--- config.mk ---
export PLATFORM = sky130hd
export DESIGN_NAME = hazard_stall_ctrl_flat
export DESIGN_NICKNAME = d
export VERILOG_FILES = /design/src/rtl/hazard_stall_ctrl_if.sv /design/src/rtl/hazard_stall_ctrl.sv /design/src/flat_wrapper.sv
export SDC_FILE = /design/constraint.sdc
export NUM_CORES = 1
export LEC_CHECK = 0
export ABC_AREA = 0
export CORE_MARGIN = 2
export CORE_UTILIZATION = 25
export CTS_CLUSTER_SIZE = 40
export DETAILED_ROUTE_END_ITERATION = 10
export GPL_ROUTABILITY_DRIVEN = 0
export PLACE_DENSITY = 0.63
export SYNTH_ARGS = -nofsm -noshare
export SYNTH_HDL_FRONTEND = slang
export SYNTH_SLANG_ARGS = --single-unit
--- constraint.sdc ---
create_clock -name clk -period 4.7 [get_ports clk]
set_input_delay 0.94 -clock clk [delete_from_list [all_inputs] [get_ports clk]]
set_output_delay 0.94 -clock clk [all_outputs]
set_load 0.02 [all_outputs]
--- src/rtl/hazard_stall_ctrl_if.sv ---
// ============================================================================
//  hazard_stall_ctrl_if : decode-side hazard inputs and execute/stall outputs
//  Revision: 1.0
// ============================================================================
`default_nettype none

interface hazard_stall_ctrl_if #(
    parameter int CNT_W = 8
);
    logic             id_valid;
    logic [31:0]      id_inst;
    logic [3:0]       id_rn;
    logic [3:0]       id_rm;
    logic [3:0]       id_rd;
    logic             id_uses_rn;
    logic             id_uses_rm;
    logic             id_reads_rd;
    logic             id_writes_rd;
    logic             flush;
    logic             stall_if;
    logic             stall_id;
    logic             ex_valid;
    logic [31:0]      ex_inst;
    logic             sb_busy;
    logic [CNT_W-1:0] stall_count;

    modport master (
        output id_valid, id_inst, id_rn, id_rm, id_rd,
               id_uses_rn, id_uses_rm, id_reads_rd, id_writes_rd, flush,
        input  stall_if, stall_id, ex_valid, ex_inst, sb_busy, stall_count
    );

    modport slave (
        input  id_valid, id_inst, id_rn, id_rm, id_rd,
               id_uses_rn, id_uses_rm, id_reads_rd, id_writes_rd, flush,
        output stall_if, stall_id, ex_valid, ex_inst, sb_busy, stall_count
    );
endinterface

`default_nettype wire

--- src/rtl/hazard_stall_ctrl.sv ---
// ============================================================================
//  hazard_stall_ctrl : RAW scoreboard, fetch/decode stall and ID->EX handoff
//  Revision: 1.0
// ============================================================================
`default_nettype none

module hazard_stall_ctrl #(
    parameter int          DEPTH = 3,
    parameter logic [31:0] NOP   = 32'hE1A00000,
    parameter int          CNT_W = 8
) (
    input  wire logic         clk,
    input  wire logic         reset,
    hazard_stall_ctrl_if.slave bus
);

    logic [DEPTH-1:0] r_sb_v;
    logic [3:0]       r_sb_rd [DEPTH];
    logic             r_ex_valid;
    logic [31:0]      r_ex_inst;
    logic [CNT_W-1:0] r_stall_count;

    logic w_match_rn;
    logic w_match_rm;
    logic w_match_rd;
    logic w_hazard;
    logic w_stall;
    logic w_issue;

    // r15 is the PC and is never tracked as a hazard source
    always_comb begin
        w_match_rn = 1'b0;
        w_match_rm = 1'b0;
        w_match_rd = 1'b0;
        for (int k = 0; k < DEPTH; k++) begin
            if (r_sb_v[k] && (r_sb_rd[k] == bus.id_rn)) w_match_rn = 1'b1;
            if (r_sb_v[k] && (r_sb_rd[k] == bus.id_rm)) w_match_rm = 1'b1;
            if (r_sb_v[k] && (r_sb_rd[k] == bus.id_rd)) w_match_rd = 1'b1;
        end
        if (bus.id_rn == 4'd15) w_match_rn = 1'b0;
        if (bus.id_rm == 4'd15) w_match_rm = 1'b0;
        if (bus.id_rd == 4'd15) w_match_rd = 1'b0;
    end

    assign w_hazard = (bus.id_uses_rn  & w_match_rn) |
                      (bus.id_uses_rm  & w_match_rm) |
                      (bus.id_reads_rd & w_match_rd);
    assign w_stall  = bus.id_valid & w_hazard & ~bus.flush;
    assign w_issue  = bus.id_valid & ~w_stall & ~bus.flush;

    always_ff @(posedge clk or posedge reset) begin
        if (reset) begin
            r_sb_v        <= '0;
            for (int k = 0; k < DEPTH; k++) r_sb_rd[k] <= 4'd0;
            r_ex_valid    <= 1'b0;
            r_ex_inst     <= NOP;
            r_stall_count <= '0;
        end else begin
            // Oldest entry falls off the top as its regfile write completes
            for (int k = DEPTH - 1; k > 0; k--) begin
                r_sb_v[k]  <= r_sb_v[k-1];
                r_sb_rd[k] <= r_sb_rd[k-1];
            end
            r_sb_v[0]  <= w_issue & bus.id_writes_rd;
            r_sb_rd[0] <= bus.id_rd;

            if (w_issue) begin
                r_ex_valid <= 1'b1;
                r_ex_inst  <= bus.id_inst;
            end else begin
                r_ex_valid <= 1'b0;
                r_ex_inst  <= NOP;
            end

            if (w_stall && (r_stall_count != {CNT_W{1'b1}}))
                r_stall_count <= r_stall_count + CNT_W'(1);
        end
    end

    assign bus.stall_if    = w_stall;
    assign bus.stall_id    = w_stall;
    assign bus.ex_valid    = r_ex_valid;
    assign bus.ex_inst     = r_ex_inst;
    assign bus.sb_busy     = |r_sb_v;
    assign bus.stall_count = r_stall_count;

endmodule

`default_nettype wire

--- src/flat_wrapper.sv ---
// flat-port wrapper written by rule: the top's interface ports become plain ports
module hazard_stall_ctrl_flat 
#(
    parameter int          DEPTH = 3,
    parameter logic [31:0] NOP   = 32'hE1A00000,
    parameter int          CNT_W = 8
)
  (clk, reset, bus_id_valid, bus_id_inst, bus_id_rn, bus_id_rm, bus_id_rd, bus_id_uses_rn, bus_id_uses_rm, bus_id_reads_rd, bus_id_writes_rd, bus_flush, bus_stall_if, bus_stall_id, bus_ex_valid, bus_ex_inst, bus_sb_busy, bus_stall_count);
  hazard_stall_ctrl_if #(.CNT_W(CNT_W)) bus_i ();
  input  wire logic clk;
  input  wire logic reset;
  input wire logic [$bits(bus_i.id_valid)-1:0] bus_id_valid;
  input wire logic [$bits(bus_i.id_inst)-1:0] bus_id_inst;
  input wire logic [$bits(bus_i.id_rn)-1:0] bus_id_rn;
  input wire logic [$bits(bus_i.id_rm)-1:0] bus_id_rm;
  input wire logic [$bits(bus_i.id_rd)-1:0] bus_id_rd;
  input wire logic [$bits(bus_i.id_uses_rn)-1:0] bus_id_uses_rn;
  input wire logic [$bits(bus_i.id_uses_rm)-1:0] bus_id_uses_rm;
  input wire logic [$bits(bus_i.id_reads_rd)-1:0] bus_id_reads_rd;
  input wire logic [$bits(bus_i.id_writes_rd)-1:0] bus_id_writes_rd;
  input wire logic [$bits(bus_i.flush)-1:0] bus_flush;
  output wire logic [$bits(bus_i.stall_if)-1:0] bus_stall_if;
  output wire logic [$bits(bus_i.stall_id)-1:0] bus_stall_id;
  output wire logic [$bits(bus_i.ex_valid)-1:0] bus_ex_valid;
  output wire logic [$bits(bus_i.ex_inst)-1:0] bus_ex_inst;
  output wire logic [$bits(bus_i.sb_busy)-1:0] bus_sb_busy;
  output wire logic [$bits(bus_i.stall_count)-1:0] bus_stall_count;
  assign bus_i.id_valid = bus_id_valid;
  assign bus_i.id_inst = bus_id_inst;
  assign bus_i.id_rn = bus_id_rn;
  assign bus_i.id_rm = bus_id_rm;
  assign bus_i.id_rd = bus_id_rd;
  assign bus_i.id_uses_rn = bus_id_uses_rn;
  assign bus_i.id_uses_rm = bus_id_uses_rm;
  assign bus_i.id_reads_rd = bus_id_reads_rd;
  assign bus_i.id_writes_rd = bus_id_writes_rd;
  assign bus_i.flush = bus_flush;
  assign bus_stall_if = bus_i.stall_if;
  assign bus_stall_id = bus_i.stall_id;
  assign bus_ex_valid = bus_i.ex_valid;
  assign bus_ex_inst = bus_i.ex_inst;
  assign bus_sb_busy = bus_i.sb_busy;
  assign bus_stall_count = bus_i.stall_count;
  hazard_stall_ctrl #(.DEPTH(DEPTH), .NOP(NOP), .CNT_W(CNT_W)) u_core (.clk(clk), .reset(reset), .bus(bus_i));
endmodule
# Word level (Yosys, flattened, before mapping)
# Cells that the tools add are included.
word_totals:
  register_bits: 56
  out_inout_bits: 44
  word_cells: 58
op_classes:
  add_sub_neg: 1
  n_eq_ne: 13
  mux: 14
  n_bitwise: 12
  reduce_logical: 11
op_table:
  columns: ["op", "count"]
  rows:
  - ["$eq 4x4->1", 9]
  - ["$mux 32", 1]
  - ["$mux 1", 13]
  - ["$eq 4x4->1 const B", 3]
  - ["$logic_and 1x1->1", 10]
  - ["$add 8x1->8 const B", 1]
  - ["$and 1x1->1", 8]
  - ["$ne 8x8->1 const B", 1]
  - ["$reduce_or 3->1", 1]
  - ["$not 1->1", 2]
  - ["$or 1x1->1", 2]

# Longest topological paths before layout
logic_depth:
  depth_word: 15
  mapped_depth: 8
  depth_no_buf: 7

# Worst setup path after synthesis
# OpenSTA, ideal clock, no wires.
synth_timing:
  kind: "input port to output port"
  from: "in bus_id_rn[3]"
  to: "out bus_stall_if"
  arrival_time_ns: 2.338
  path_slack_ns: 1.422
  path_stages: 7
  path_buffers: 2
  cell_sequence: "xor2_1 -> nor4_1 -> o211ai_1 -> nand4b_2 -> clkbuf_1 -> and2_1 -> buf_4"
synth_between:
  elab_chain_len: 11
synth_lines:
  columns: ["item", "line_no", "rtl"]
  rows:
  - ["start: declaration", "flat_wrapper.sv:14", "input wire logic [$bits(bus_i.id_rn)-1:0] bus_id_rn;"]
  - ["$eq 4x4->1", "hazard_stall_ctrl.sv:36", "if (r_sb_v[k] && (r_sb_rd[k] == bus.id_rn)) w_match_rn = 1'b1;"]
  - ["$logic_and 1x1->1", "hazard_stall_ctrl.sv:36", null]
  - ["$mux 1 (3 in series)", "hazard_stall_ctrl.sv:36", null]
  - ["$mux 1 *", "hazard_stall_ctrl.sv:40", "if (bus.id_rn == 4'd15) w_match_rn = 1'b0;"]
  - ["$and 1x1->1 *", "hazard_stall_ctrl.sv:45", "assign w_hazard = (bus.id_uses_rn & w_match_rn) |"]
  - ["$or 1x1->1 *", "hazard_stall_ctrl.sv:45", null]
  - ["$or 1x1->1 *", "hazard_stall_ctrl.sv:46", "(bus.id_uses_rm & w_match_rm) |"]
  - ["$and 1x1->1 * (2 in series)", "hazard_stall_ctrl.sv:48", "assign w_stall = bus.id_valid & w_hazard & ~bus.flush;"]
  - ["end: declaration", "flat_wrapper.sv:22", "output wire logic [$bits(bus_i.stall_if)-1:0] bus_stall_if;"]
# Every way passes the cells marked *; elsewhere a longest branch is shown, timed or not.

# Worst setup path in the final report
layout_timing:
  from: "in bus_id_rn[3]"
  to: "out bus_stall_id"
layout_between:
  elab_chain_len: 11
layout_lines:
  columns: ["item", "line_no", "rtl"]
  rows:
  - ["$eq 4x4->1", "hazard_stall_ctrl.sv:36", null]
  - ["$logic_and 1x1->1", "hazard_stall_ctrl.sv:36", null]
  - ["$mux 1 (3 in series)", "hazard_stall_ctrl.sv:36", null]
  - ["$mux 1 *", "hazard_stall_ctrl.sv:40", null]
  - ["$and 1x1->1 *", "hazard_stall_ctrl.sv:45", null]
  - ["$or 1x1->1 *", "hazard_stall_ctrl.sv:45", null]
  - ["$or 1x1->1 *", "hazard_stall_ctrl.sv:46", null]
  - ["$and 1x1->1 * (2 in series)", "hazard_stall_ctrl.sv:48", null]
  - ["end: declaration", "flat_wrapper.sv:23", "output wire logic [$bits(bus_i.stall_id)-1:0] bus_stall_id;"]
# Marked as above.

==> run metrics <==
maximum VDD drop 0.000170 V; Clk pin slew, worst setup/hold paths 0.10 ns; Max clock buf depth 2; top post-synthesis cells by area dfrtp_1 (53%), xor2_1 (10%), and2_1 (7.7%); Post-Syn Area 2360 µm²; Routed Antenna Nets 0; row cnt 35; ant diodes 0; fillers 929; #FFs+latches synth 56; proportion of layout cells with a drive suffix above 1 8.56%; TritonCTS clock tree yes; CTS Root Cell clkbuf_8; Initial DRC Count 41; gr usage total 11.7%; fin. max-slew vios 0; final setup TNS 0 ns; CP required 3.76 ns; Leakage 1.48 nW; Rel. slew slack 35.2%; wire per inst 14.3 µm; # IOs 96; DIE AREA 10,200 µm²; path type of the worst min-delay path flop to flop; Routed WL 5.76 mm; Fin. Hold Viols 0; endpoints failing setup 0; max-cap viol count 0; crit path launch type input port; Area Overhead vs Synth 51.3%; post-synthesis cell count 191; Initial Util 25.7%; CTS hold repair buffers 0; critical path capture point type output port; Worst path most repeated cell clkdlybuf4s50_1; DIE WIDTH 101 µm; insertion delay to the later sink of the worst-skew pair 0.30 ns; drt pass-1 iters 4; RSZ-0062 raised after global routing no; Post-DP HPWL 4.40 mm; dpl cells 395; slowest CP cell clkdlybuf4s50_1; Final Non-Filler Cells 403; status completed; ys flop type dfrtp_1; Port Buf Inserts 95; GR Overflow Total 0; final net count 344; Cell Pwr Density 291 nW/µm²; fraction of registers with async set/reset 100%; syn_nets 244; drt via density 4.41; area fraction of the dominant cell type after synthesis 53.0%; synthesis warning total 0; Die Span Y 101 µm; post-route clock skew 0.0116 ns; total core area 9200 µm²; initial antenna violation count 0; Yosys cell types 31; vias in the first global route 1,791; first-pass GRT wire length 9.33 mm; DRC 0; achievable clock frequency 243 MHz; Final Cycle Share 87.4%; cts repair resizes 0; Setup CP Type input port to output port; CP max FO 4; area leader, netlist dfrtp_1; syn_area_per_cell 12.4 µm²; Post-CTS Setup Bufs 0; clock buffer count from CTS 5; Worst path max stage delay 0.62 ns; Via Count 1,776; sequential fraction of the synthesis area 59.7%; slew of the pin with the lowest slew margin 0.970 ns; number of synthesized flops with an enable pin 0; Final min period 4.11 ns; Sink Count 56; critical path, cell by cell clkdlybuf4s50_1 > xor2_1 > nor4_1 > o211ai_1 > nand4b_2 > and2_1 > clkdlybuf4s50_1; critical path arrival 3.17 ns; largest net degree at the start of global routing 48; H-tree levels 2
[cells by family after synthesis]
| kind of cell | synth area share [%] |
|---|---|
| buffers and inverters | 1.01 |
| flip-flops | 59.7 |
| AO/OA/AOI/OAI | 1.43 |
| adder cells (fa/ha/maj) | 0.530 |
| AND/OR/NAND/NOR | 20.8 |
| XOR/XNOR | 14.5 |
| multiplexers | 2.07 |
[flip-flops by register name (all words and copies together), names as in the netlist]
name	flops
u_core.bus.ex_inst	32
u_core.r_sb_rd	12
u_core.bus.stall_count	8
u_core.r_sb_v	3
u_core.bus.ex_valid	1
[metrics by stage]
| stage | setup WS, ns | utilization (%) | area, µm² | hold slack, ns | power [W] |
|---|---|---|---|---|---|
| floorplan | 1.42 | - | 2360 | 0.406 | 0.000610 |
| global placement | 0.543 | 37.5 | 3440 | 0.489 | 0.000715 |
| detailed placement | 0.581 | 37.5 | 3440 | 0.487 | 0.000716 |
| CTS | 0.572 | 38.8 | 3570 | 0.506 | 0.00106 |
| global route | 0.477 | 38.8 | 3570 | 0.536 | 0.00110 |
| finish | 0.591 | 38.8 | 3570 | 0.501 | 0.00104 |
[metal layers]
metal	part of all wire, %	vias to the layer above	GRT usage (%)
met5	0	-	0
met4	0.52	0	3.12
met3	9.0	2	4.97
met2	47	68	18.3
met1	44	869	15.1
li1	-	837	-
[cell usage after synthesis, types with 2 or more instances]
cell	instances
nand2b_1	2
dfstp_2	6
and2_1	29
a21oi_1	2
clkbuf_1	2
nand3_1	7
or3_1	7
nor2b_1	2
xnor2_1	12
xor2_1	27
dfrtp_1	50
nor4_1	7
mux2_2	3
nand2_1	9
nand4_1	8
o211ai_1	2
nor3_1	2
[where the power goes]
group | leakage (nW) | internal, W | switching (W)
clock network | 0.0645 | 0.000188 | 0.000146
registers | 0.717 | 0.000507 | 0.0000228
logic | 0.696 | 0.0000968 | 0.0000777
total | 1.48 | 0.000792 | 0.000247
[placed cells by master (no fill, tap or decap), types with 2 or more instances in the layout]
cell type and instances:
clkdlybuf4s50_1 95, dfrtp_1 50, and2_1 29, xor2_1 27, xnor2_1 12, nand2_1 9
nand4_1 8, nand3_1 7, nor4_1 7, or3_1 7, clkbuf_8 7, dfstp_2 6
mux2_2 3, nor2b_1 2, nor3_1 2, a21oi_1 2, o211ai_1 2, nand2b_1 2
buf_4 2
[critical path, delay by kind of cell]
family	cells	cell delay, ns
compound gates	1	0.17
buf+inv	2	1.14
simple gates	3	0.69
xor+xnor	1	0.21
[area by class of cell]
| class | count | area [µm²] | area share, % |
|---|---|---|---|
| tap | 111 | 139 | 3.89 |
| timing repair buffer | 97 | 966 | 27.0 |
| sequential | 56 | 1410 | 39.5 |
| multi-input combinational | 130 | 927 | 26.0 |
| clock inverter | 1 | 30.0 | 0.841 |
| clock buffer | 7 | 96.3 | 2.70 |
| inverter | 1 | 3.75 | 0.105 |
[worst paths after layout]
kind | start | to | slack, ns | cells past startpoint
hold reg to reg | u_core.bus.stall_count[3] | u_core.bus.stall_count[3] | 0.50 | 1
hold / removal | u_core.bus.stall_count[3] | u_core.bus.stall_count[3] | 0.50 | 1
min in group asynchronous | reset | u_core.bus.stall_count[6] | 1.18 | 2
setup / recovery | bus_id_rn[3] | bus_stall_id | 0.59 | 7
setup reg to reg | u_core.r_sb_rd[6] | u_core.bus.ex_inst[8] | 2.35 | 8
max in group asynchronous | reset | u_core.bus.ex_inst[19] | 2.81 | 3
Note: power is estimated with default switching activity, not from simulation.
